[config.mk]
export PLATFORM = sky130hd
export DESIGN_NAME = fetch_stage
export DESIGN_NICKNAME = d
export VERILOG_FILES = /design/src/rtl/fetch_pkg.sv /design/src/rtl/if_id_reg.sv /design/src/rtl/fetch_stage.sv
export SDC_FILE = /design/constraint.sdc
export NUM_CORES = 1
export LEC_CHECK = 0
export CORE_MARGIN = 5
export CORE_UTILIZATION = 54
export DETAILED_ROUTE_END_ITERATION = 8
export GPL_ROUTABILITY_DRIVEN = 0
export HOLD_SLACK_MARGIN = 0.08
export PLACE_DENSITY = 0.86
export REMOVE_ABC_BUFFERS = 1
export SLEW_MARGIN = 25
export SYNTH_ARGS = -nofsm -noshare
export SYNTH_HDL_FRONTEND = slang
export SYNTH_SLANG_ARGS = --single-unit
[constraint.sdc]
create_clock -name i_clk -period 4 [get_ports i_clk]
set_clock_uncertainty 0.1 [all_clocks]
set_input_delay 1 -clock i_clk [delete_from_list [all_inputs] [get_ports i_clk]]
set_output_delay 1 -clock i_clk [all_outputs]
set_load 0.01 [all_outputs]
[src/rtl/fetch_pkg.sv]
// Shared types and constants for the WISC instruction-fetch stage.
package fetch_pkg;

  typedef logic [15:0] word_t;

  typedef enum logic [1:0] {
    ST_FETCH  = 2'd0,
    ST_HOLD   = 2'd1,
    ST_DROP   = 2'd2,
    ST_HALTED = 2'd3
  } state_t;

  localparam word_t      NOP_INSTR   = 16'h0800;
  localparam logic [4:0] HALT_OPCODE = 5'b00000;

  typedef struct packed {
    word_t instr;
    word_t pc_plus2;
    logic  valid;
  } ifid_t;

  localparam ifid_t IFID_BUBBLE = '{instr: NOP_INSTR, pc_plus2: 16'h0000, valid: 1'b0};

  function automatic logic is_halt(input word_t w);
    return w[15:11] == HALT_OPCODE;
  endfunction

endpackage

[src/rtl/if_id_reg.sv]
// IF/ID pipeline register: bubble beats load, otherwise holds; zero-latency write on the edge.
// No backpressure of its own; the fetch stage decides load/hold/bubble each cycle.
module if_id_reg
  import fetch_pkg::*;
(
  input  logic  i_clk,
  input  logic  i_rst_n,
  input  logic  i_load,
  input  logic  i_bubble,
  input  ifid_t i_dat,
  output ifid_t o_dat
);

  ifid_t r_dat;

  always_ff @(posedge i_clk or negedge i_rst_n) begin
    if (!i_rst_n) begin
      r_dat <= IFID_BUBBLE;
    end else if (i_bubble) begin
      r_dat <= IFID_BUBBLE;
    end else if (i_load) begin
      r_dat <= i_dat;
    end
  end

  assign o_dat = r_dat;

endmodule

[src/rtl/fetch_stage.sv]
// WISC fetch stage + IF/ID: one outstanding imem read, response to instr_d in one edge, stall freezes PC/IF/ID.
// Optional FETCH_ALIGN_CHECK_EN: odd redirect targets raise sticky fetch_err and halt fetch.
module fetch_stage
  import fetch_pkg::*;
#(
  parameter word_t RESET_PC = 16'h0000
)
(
  input  logic        i_clk,
  input  logic        i_rst_n,
  input  logic        i_stall,
  input  logic        i_redirect,
  input  logic [15:0] i_redirect_pc,
  output logic        o_imem_req,
  output logic [15:0] o_imem_addr,
  input  logic        i_imem_valid,
  input  logic [15:0] i_imem_rdata,
  output logic [15:0] o_instr_d,
  output logic [15:0] o_pc_plus2_d,
  output logic        o_valid_d,
  output logic        o_fetch_err
);

  state_t r_state;
  word_t  r_pc;
  word_t  r_hold;
  logic   r_outstanding;

  logic   w_resp;
  logic   w_accept;
  logic   w_release;
  logic   w_req;
  logic   w_load;
  logic   w_bubble;
  logic   w_misalign;
  word_t  w_pc_plus2;
  word_t  w_target;
  word_t  w_load_word;
  ifid_t  w_ifid_in;
  ifid_t  w_ifid_q;

`ifdef FETCH_ALIGN_CHECK_EN
  logic r_fetch_err;

  assign w_target   = i_redirect_pc;
  assign w_misalign = i_redirect_pc[0];

  always_ff @(posedge i_clk or negedge i_rst_n) begin
    if (!i_rst_n) begin
      r_fetch_err <= 1'b0;
    end else if (i_redirect && w_misalign) begin
      r_fetch_err <= 1'b1;
    end
  end

  assign o_fetch_err = r_fetch_err;
`else
  logic w_unused_pc0;

  assign w_target     = {i_redirect_pc[15:1], 1'b0};
  assign w_misalign   = 1'b0;
  assign w_unused_pc0 = i_redirect_pc[0];
  assign o_fetch_err  = 1'b0;
`endif

  // Responses arriving with nothing outstanding are stale (e.g. issued before reset).
  assign w_resp     = i_imem_valid & r_outstanding;
  assign w_pc_plus2 = r_pc + 16'd2;
  assign w_accept   = !i_redirect && (r_state == ST_FETCH) && w_resp && !i_stall;
  assign w_release  = !i_redirect && (r_state == ST_HOLD) && !i_stall;

  // r_pc is the address of the word in flight; on accept the next request already targets pc+2.
  assign w_req = !i_redirect && (r_state == ST_FETCH) &&
                 (!r_outstanding || (w_accept && !is_halt(i_imem_rdata)));

  assign o_imem_req  = w_req & i_rst_n;
  assign o_imem_addr = w_accept ? w_pc_plus2 : r_pc;

  assign w_load      = w_accept | w_release;
  assign w_bubble    = i_redirect | (!i_stall & !w_load);
  assign w_load_word = w_release ? r_hold : i_imem_rdata;
  assign w_ifid_in   = '{instr: w_load_word, pc_plus2: w_pc_plus2, valid: 1'b1};

  always_ff @(posedge i_clk or negedge i_rst_n) begin
    if (!i_rst_n) begin
      r_state       <= ST_FETCH;
      r_pc          <= RESET_PC;
      r_hold        <= NOP_INSTR;
      r_outstanding <= 1'b0;
    end else begin
      r_outstanding <= w_req | (r_outstanding & !i_imem_valid);
      if (i_redirect) begin
        r_pc <= w_target;
        if (w_misalign) begin
          r_state <= ST_HALTED;
        end else if (r_outstanding && !i_imem_valid) begin
          r_state <= ST_DROP;
        end else begin
          r_state <= ST_FETCH;
        end
      end else begin
        case (r_state)
          ST_FETCH: begin
            if (w_resp && i_stall) begin
              r_hold  <= i_imem_rdata;
              r_state <= ST_HOLD;
            end else if (w_resp) begin
              r_pc <= w_pc_plus2;
              if (is_halt(i_imem_rdata)) begin
                r_state <= ST_HALTED;
              end
            end
          end
          ST_HOLD: begin
            if (!i_stall) begin
              r_pc    <= w_pc_plus2;
              r_state <= is_halt(r_hold) ? ST_HALTED : ST_FETCH;
            end
          end
          ST_DROP: begin
            if (w_resp) begin
              r_state <= ST_FETCH;
            end
          end
          default: ;
        endcase
      end
    end
  end

  if_id_reg u_if_id (
    .i_clk    (i_clk),
    .i_rst_n  (i_rst_n),
    .i_load   (w_load),
    .i_bubble (w_bubble),
    .i_dat    (w_ifid_in),
    .o_dat    (w_ifid_q)
  );

  assign o_instr_d    = w_ifid_q.instr;
  assign o_pc_plus2_d = w_ifid_q.pc_plus2;
  assign o_valid_d    = w_ifid_q.valid;

endmodule

Word-level counts from Yosys, hierarchy flattened

Cells that the tools add are included.

Bits of input ports: 37
Register bits: 68
Logic and storage cells: 67

Bitwise gates (word level): 8
Add/sub/neg operators: 1
Reduce and logical (&&, ||, !) cells: 25
Muxes and demuxes: 18
Equality and inequality tests: 8

Operator list:

| kind                    | number |
|---|---|
| $mux W16                | 6 |
| $mux W33                | 2 |
| $pmux W16 S2            | 1 |
| $add A16 B2 Y16 const B | 1 |
| $mux W2                 | 8 |
| $ne A3 B3 Y1 const B    | 4 |
| $logic_not A5 Y1        | 2 |
| $logic_and A1 B1 Y1     | 9 |
| $logic_not A1 Y1        | 6 |
| $pmux W2 S3             | 1 |
| $reduce_and A5 Y1       | 1 |
| $and A1 B1 Y1           | 4 |
| $ne A4 B2 Y1 const B    | 1 |
| $ne A4 B3 Y1 const B    | 1 |
| $reduce_and A4 Y1       | 1 |
| $reduce_bool A4 Y1      | 1 |
| $or A1 B1 Y1            | 3 |
| $reduce_and A3 Y1       | 1 |
| $reduce_bool A3 Y1      | 1 |
| $eq A2 B1 Y1 const B    | 1 |
| $eq A2 B2 Y1 const B    | 1 |
| $logic_not A2 Y1        | 1 |
| $reduce_bool A2 Y1      | 1 |
| $logic_or A1 B1 Y1      | 1 |
| $not A1 Y1              | 1 |

Depth between registers and ports, before layout

Depth after elaboration: 9
Depth in mapped cells: 8

Cells and area by module

A second synthesis with hierarchy kept.

Cells, all modules: 374
Area total of the unflattened synthesis: 3898.7 µm²

Modules (own cells, without submodules):

| module      | area an instance (µm²) | cells each | times used |
|---|---|---|---|
| fetch_stage | 2526.2                 | 267        | 1 |
| if_id_reg   | 1372.6                 | 107        | 1 |

Worst setup path after synthesis

OpenSTA, ideal clock, no wires.

Path kind: input -> output
Start point: input i_stall
End point: output o_imem_req
Arrival: 2140 ps
Data required time: 2900 ps
Path slack: 760 ps
Path buffers: 2
Cell stages on the path: 5
Cells stage by stage: buf_6 -> or3_1 -> clkbuf_1 -> o21a_1 -> nor3b_1

Cells in the longest elaborated chain, start to end: 6

Ends and longest elaborated chain:

| item                | line              | source |
|---|---|---|
| from (decl)         | fetch_stage.sv:11 | `input logic i_stall,` |
| $logic_not A1 Y1    | -                 |  |
| $logic_and A1 B1 Y1 | fetch_stage.sv:69 | `assign w_accept = !i_redirect && (r_state == ST_FETCH) && w_resp && !i_stall;` |
| $logic_and A1 B1 Y1 | fetch_stage.sv:74 | `(!r_outstanding \|\| (w_accept && !is_halt(i_imem_rdata)));` |
| $logic_or A1 B1 Y1  | fetch_stage.sv:74 |  |
| $logic_and A1 B1 Y1 | fetch_stage.sv:73 | `assign w_req = !i_redirect && (r_state == ST_FETCH) &&` |
| $and A1 B1 Y1       | fetch_stage.sv:76 | `assign o_imem_req = w_req & i_rst_n;` |
| to (decl)           | fetch_stage.sv:14 | `output logic o_imem_req,` |

No other way between the ends.

Final worst setup path

Start point: input i_imem_valid
End point: output o_imem_addr[4]

Cells in the longest elaborated chain, start to end: 4

Ends and longest elaborated chain:

| item                             | line              | source |
|---|---|---|
| from (decl)                      | fetch_stage.sv:16 | `input logic i_imem_valid,` |
| $and A1 B1 Y1                    | fetch_stage.sv:67 | `assign w_resp = i_imem_valid & r_outstanding;` |
| $logic_and A1 B1 Y1 (2 in a row) | fetch_stage.sv:69 |  |
| $mux W16                         | fetch_stage.sv:77 | `assign o_imem_addr = w_accept ? w_pc_plus2 : r_pc;` |
| to (decl)                        | fetch_stage.sv:15 | `output logic [15:0] o_imem_addr,` |

No other way between the ends.

==> flow_summary.json <==
{
  "synth_flop_cell": "sky130_fd_sc_hd__dfrtp_1",
  "drv_cap": 0,
  "route.final.wire_length_mm": 8.74,
  "drt_iter0_markers": 169,
  "worstSetupPathType": "input pin to output port",
  "cts_buffers": 9,
  "syn_inst": 372,
  "synth.top_cell.area_share": 0.430,
  "worst_ep_required_time_ns": 2.90,
  "clock_tree_root_driver_cell": "sky130_fd_sc_hd__clkbuf_8",
  "vdd_ir_drop_max_uv": 283,
  "clock_latency_ns": 0.34,
  "setup.worst_path.end_class": "output port",
  "design.die.area_um2": 8660,
  "ys_seq_area_frac": 0.444,
  "synth_top_area_cell": "sky130_fd_sc_hd__dfrtp_1",
  "cts.path.max_buffers": 2,
  "initial_core_util": 0.551,
  "post_drt_wl_per_cell_um": 16.4,
  "syn2layout_area_growth_pct": 26.6,
  "cts_repair_resize_count": 10,
  "post_synthesis_async_set_or_reset_flop_share": 1.00,
  "detail_route.vias_per_cell": 5.63,
  "setup_slack_ns": 0.193,
  "post_synth_instance_area_um2": 3720,
  "grt_usage": 0.212,
  "post-place-ws_ns": -0.0960,
  "grt_antenna_before_repair": 0,
  "first_pass_iters": 4,
  "timing.final.crit_period_ns": 3.81,
  "clock-sinks": 66,
  "count_of_pins_over_their_slew_limit": 0,
  "yosysUniqueCellTypes": 55,
  "fp.coreArea_um2": 6760,
  "worst_setup_path_start_kind": "input pin",
  "cts.htree.levels": 3,
  "maximum_clock_rate_mhz": 263,
  "post_route_cells_drive_above_1_share": 0.143,
  "die_h_um": 93.1,
  "num_antenna_cells": 0,
  "synth_edf_count": 0,
  "grt_pass1_wl_mm": 14.5,
  "p_leak_nw": 1.99,
  "holdBufCountCts": 0,
  "tritoncts_clock_tree": "built",
  "power_per_cell_area_nw_per_um2": 425,
  "layout.filler_cells": 518,
  "crit_path_max_fanout": 4,
  "postSynthAreaPerCell_um2": 10.0,
  "ant_nets": 0,
  "post_cts_buffers": 0,
  "detailed_place_hpwl_mm": 6.21,
  "drc": 0,
  "final_min_period_over_clock_period": 0.952,
  "routed-via-count": 3009,
  "placement.io_buffers": 83,
  "slew_worst_pin_ns": 0.825,
  "critical_path_arrival_ns": 2.71,
  "first_global_vias": 2982,
  "hold_violations": 0,
  "grt_overflow": 0,
  "max-slew-margin-rel": 0.450,
  "synth-seq-cells": 66,
  "num_rows": 30,
  "timing.hold.ws_ns": 0.385,
  "hold_path.class": "flip-flop to flip-flop",
  "setup_viol": 0,
  "clock_transition_at_path_regs_ns": 0.07,
  "rsz_0062_raised_after_global_routing": "false",
  "run_status": "completed",
  "nets": 490,
  "yosysWarningCount": 0,
  "ys_top_cells_by_area": "sky130_fd_sc_hd__dfrtp_1 (43%), sky130_fd_sc_hd__xnor2_1 (6.8%), sky130_fd_sc_hd__nand2_1 (6.0%)",
  "die_w_um": 93.1,
  "ioPinCount": 88,
  "pin_count_of_the_biggest_net_entering_global_routing": 67
}
[final timing paths]
| kind | endpoint | from | cells after the start | slack (ns) |
|---|---|---|---|---|
| hold / removal | u_if_id.o_dat[8] | u_if_id.o_dat[8] | 2 | 0.39 |
| min in group asynchronous | r_pc[15] | i_rst_n | 2 | 0.77 |
| hold reg to reg | u_if_id.o_dat[8] | u_if_id.o_dat[8] | 2 | 0.39 |
| max in group asynchronous | r_hold[8] | i_rst_n | 2 | 2.48 |
| setup / recovery | o_imem_addr[4] | i_imem_valid | 7 | 0.19 |
| setup reg to reg | r_pc[10] | r_state[0] | 6 | 1.79 |
[routing by layer]
layer	up-vias	track usage	share of wire
li1	1444	-	-
met1	1462	0.275	0.41
met2	91	0.349	0.52
met3	12	0.0459	0.053
met4	0	0.0794	0.016
met5	-	0	0
[cells in the final DEF (no fill, tap or decap), types with 4 or more instances in the layout]
master	n
sky130_fd_sc_hd__nand2b_1	9
sky130_fd_sc_hd__xnor2_1	29
sky130_fd_sc_hd__dlymetal6s2s_1	6
sky130_fd_sc_hd__inv_1	8
sky130_fd_sc_hd__ha_1	4
sky130_fd_sc_hd__buf_4	12
sky130_fd_sc_hd__mux2_2	16
sky130_fd_sc_hd__nor3_1	4
sky130_fd_sc_hd__clkbuf_8	10
sky130_fd_sc_hd__a21oi_1	5
sky130_fd_sc_hd__xor2_1	4
sky130_fd_sc_hd__o21ai_1	14
sky130_fd_sc_hd__nor2_1	10
sky130_fd_sc_hd__nand3_1	16
sky130_fd_sc_hd__nor3b_1	5
sky130_fd_sc_hd__nand2_1	60
sky130_fd_sc_hd__a22oi_1	16
sky130_fd_sc_hd__o31a_1	4
sky130_fd_sc_hd__o21ai_0	16
sky130_fd_sc_hd__clkdlybuf4s50_1	66
sky130_fd_sc_hd__dfrtp_1	64
sky130_fd_sc_hd__dlygate4sd2_1	10
[cell families after synthesis]
group	count (synthesis)	synth area share
XOR/XNOR	33	0.0776
AND/OR/NAND/NOR	133	0.197
AO/OA/AOI/OAI	75	0.138
other	1	0.00101
flip-flops	66	0.444
multiplexers	20	0.0595
adder cells (fa/ha/maj)	4	0.0134
buffers and inverters	40	0.0699
[registers in the layout (all words and copies together), names as in the netlist]
register       count
r_state            2
r_pc              15
r_hold            16
r_outstanding      1
u_if_id.o_dat     32
[critical path, cell delays in order]
cell and delay [ns]:
sky130_fd_sc_hd__clkdlybuf4s50_1 0.50, sky130_fd_sc_hd__nand3_2 0.07, sky130_fd_sc_hd__or3_1 0.37, sky130_fd_sc_hd__buf_4 0.18, sky130_fd_sc_hd__nor2_1 0.12, sky130_fd_sc_hd__xor2_1 0.18, sky130_fd_sc_hd__dlygate4sd2_1 0.29
[power breakdown]
part	switching (W)	leakage [nW]	internal, W
registers	0.000114	0.860	0.000800
clock network	0.000257	0.0851	0.000239
logic	0.000294	1.04	0.000303
total	0.000664	1.99	0.00134
[metrics by stage]
stage / std cells / power, W / area [µm²] / utilization / TNS (ns)
2_1_floorplan: 342 / 0.00125 / 3500 / - / 0
3_3_place_gp: 518 / 0.00150 / 4540 / 0.672 / -0.189
3_5_place_dp: 518 / 0.00153 / 4540 / 0.672 / -0.369
4_1_cts: 534 / 0.00202 / 4700 / 0.696 / 0
5_1_grt: 534 / 0.00213 / 4710 / 0.698 / 0
6_report: 534 / 0.00201 / 4710 / 0.698 / 0
[synthesized netlist by cell type (2+ instances only)]
master	instances
sky130_fd_sc_hd__a2111oi_2	3
sky130_fd_sc_hd__a211oi_1	3
sky130_fd_sc_hd__a21boi_0	3
sky130_fd_sc_hd__a21oi_1	5
sky130_fd_sc_hd__a221o_1	2
sky130_fd_sc_hd__a22oi_1	16
sky130_fd_sc_hd__a31oi_1	3
sky130_fd_sc_hd__buf_1	2
sky130_fd_sc_hd__buf_2	5
sky130_fd_sc_hd__buf_4	5
sky130_fd_sc_hd__buf_6	10
sky130_fd_sc_hd__clkbuf_1	9
sky130_fd_sc_hd__dfrtp_1	64
sky130_fd_sc_hd__dfstp_2	2
sky130_fd_sc_hd__ha_1	4
sky130_fd_sc_hd__inv_1	8
sky130_fd_sc_hd__mux2_2	16
sky130_fd_sc_hd__mux2i_1	3
sky130_fd_sc_hd__nand2_1	60
sky130_fd_sc_hd__nand2b_1	9
sky130_fd_sc_hd__nand3_1	16
sky130_fd_sc_hd__nand3_2	2
sky130_fd_sc_hd__nand4_1	2
sky130_fd_sc_hd__nand4_4	3
sky130_fd_sc_hd__nor2_1	10
sky130_fd_sc_hd__nor2b_1	4
sky130_fd_sc_hd__nor3_1	4
sky130_fd_sc_hd__nor3b_1	5
sky130_fd_sc_hd__nor4_1	2
sky130_fd_sc_hd__nor4_2	2
sky130_fd_sc_hd__nor4b_1	3
sky130_fd_sc_hd__o21ai_0	16
sky130_fd_sc_hd__o21ai_1	14
sky130_fd_sc_hd__o31a_1	4
sky130_fd_sc_hd__or3_1	2
sky130_fd_sc_hd__xnor2_1	29
sky130_fd_sc_hd__xor2_1	4
[layout make-up]
class,instances,area [µm²],share of cell area
Multi-Input combinational cell,268,1820,0.386
Clock inverter,5,30.0,0.00637
Inverter,8,30.0,0.00637
Tap cell,80,100,0.0212
Timing Repair Buffer,96,938,0.199
Sequential cell,66,1650,0.351
Clock buffer,11,141,0.0300
No activity file was read; power rests on OpenSTA's default activity.
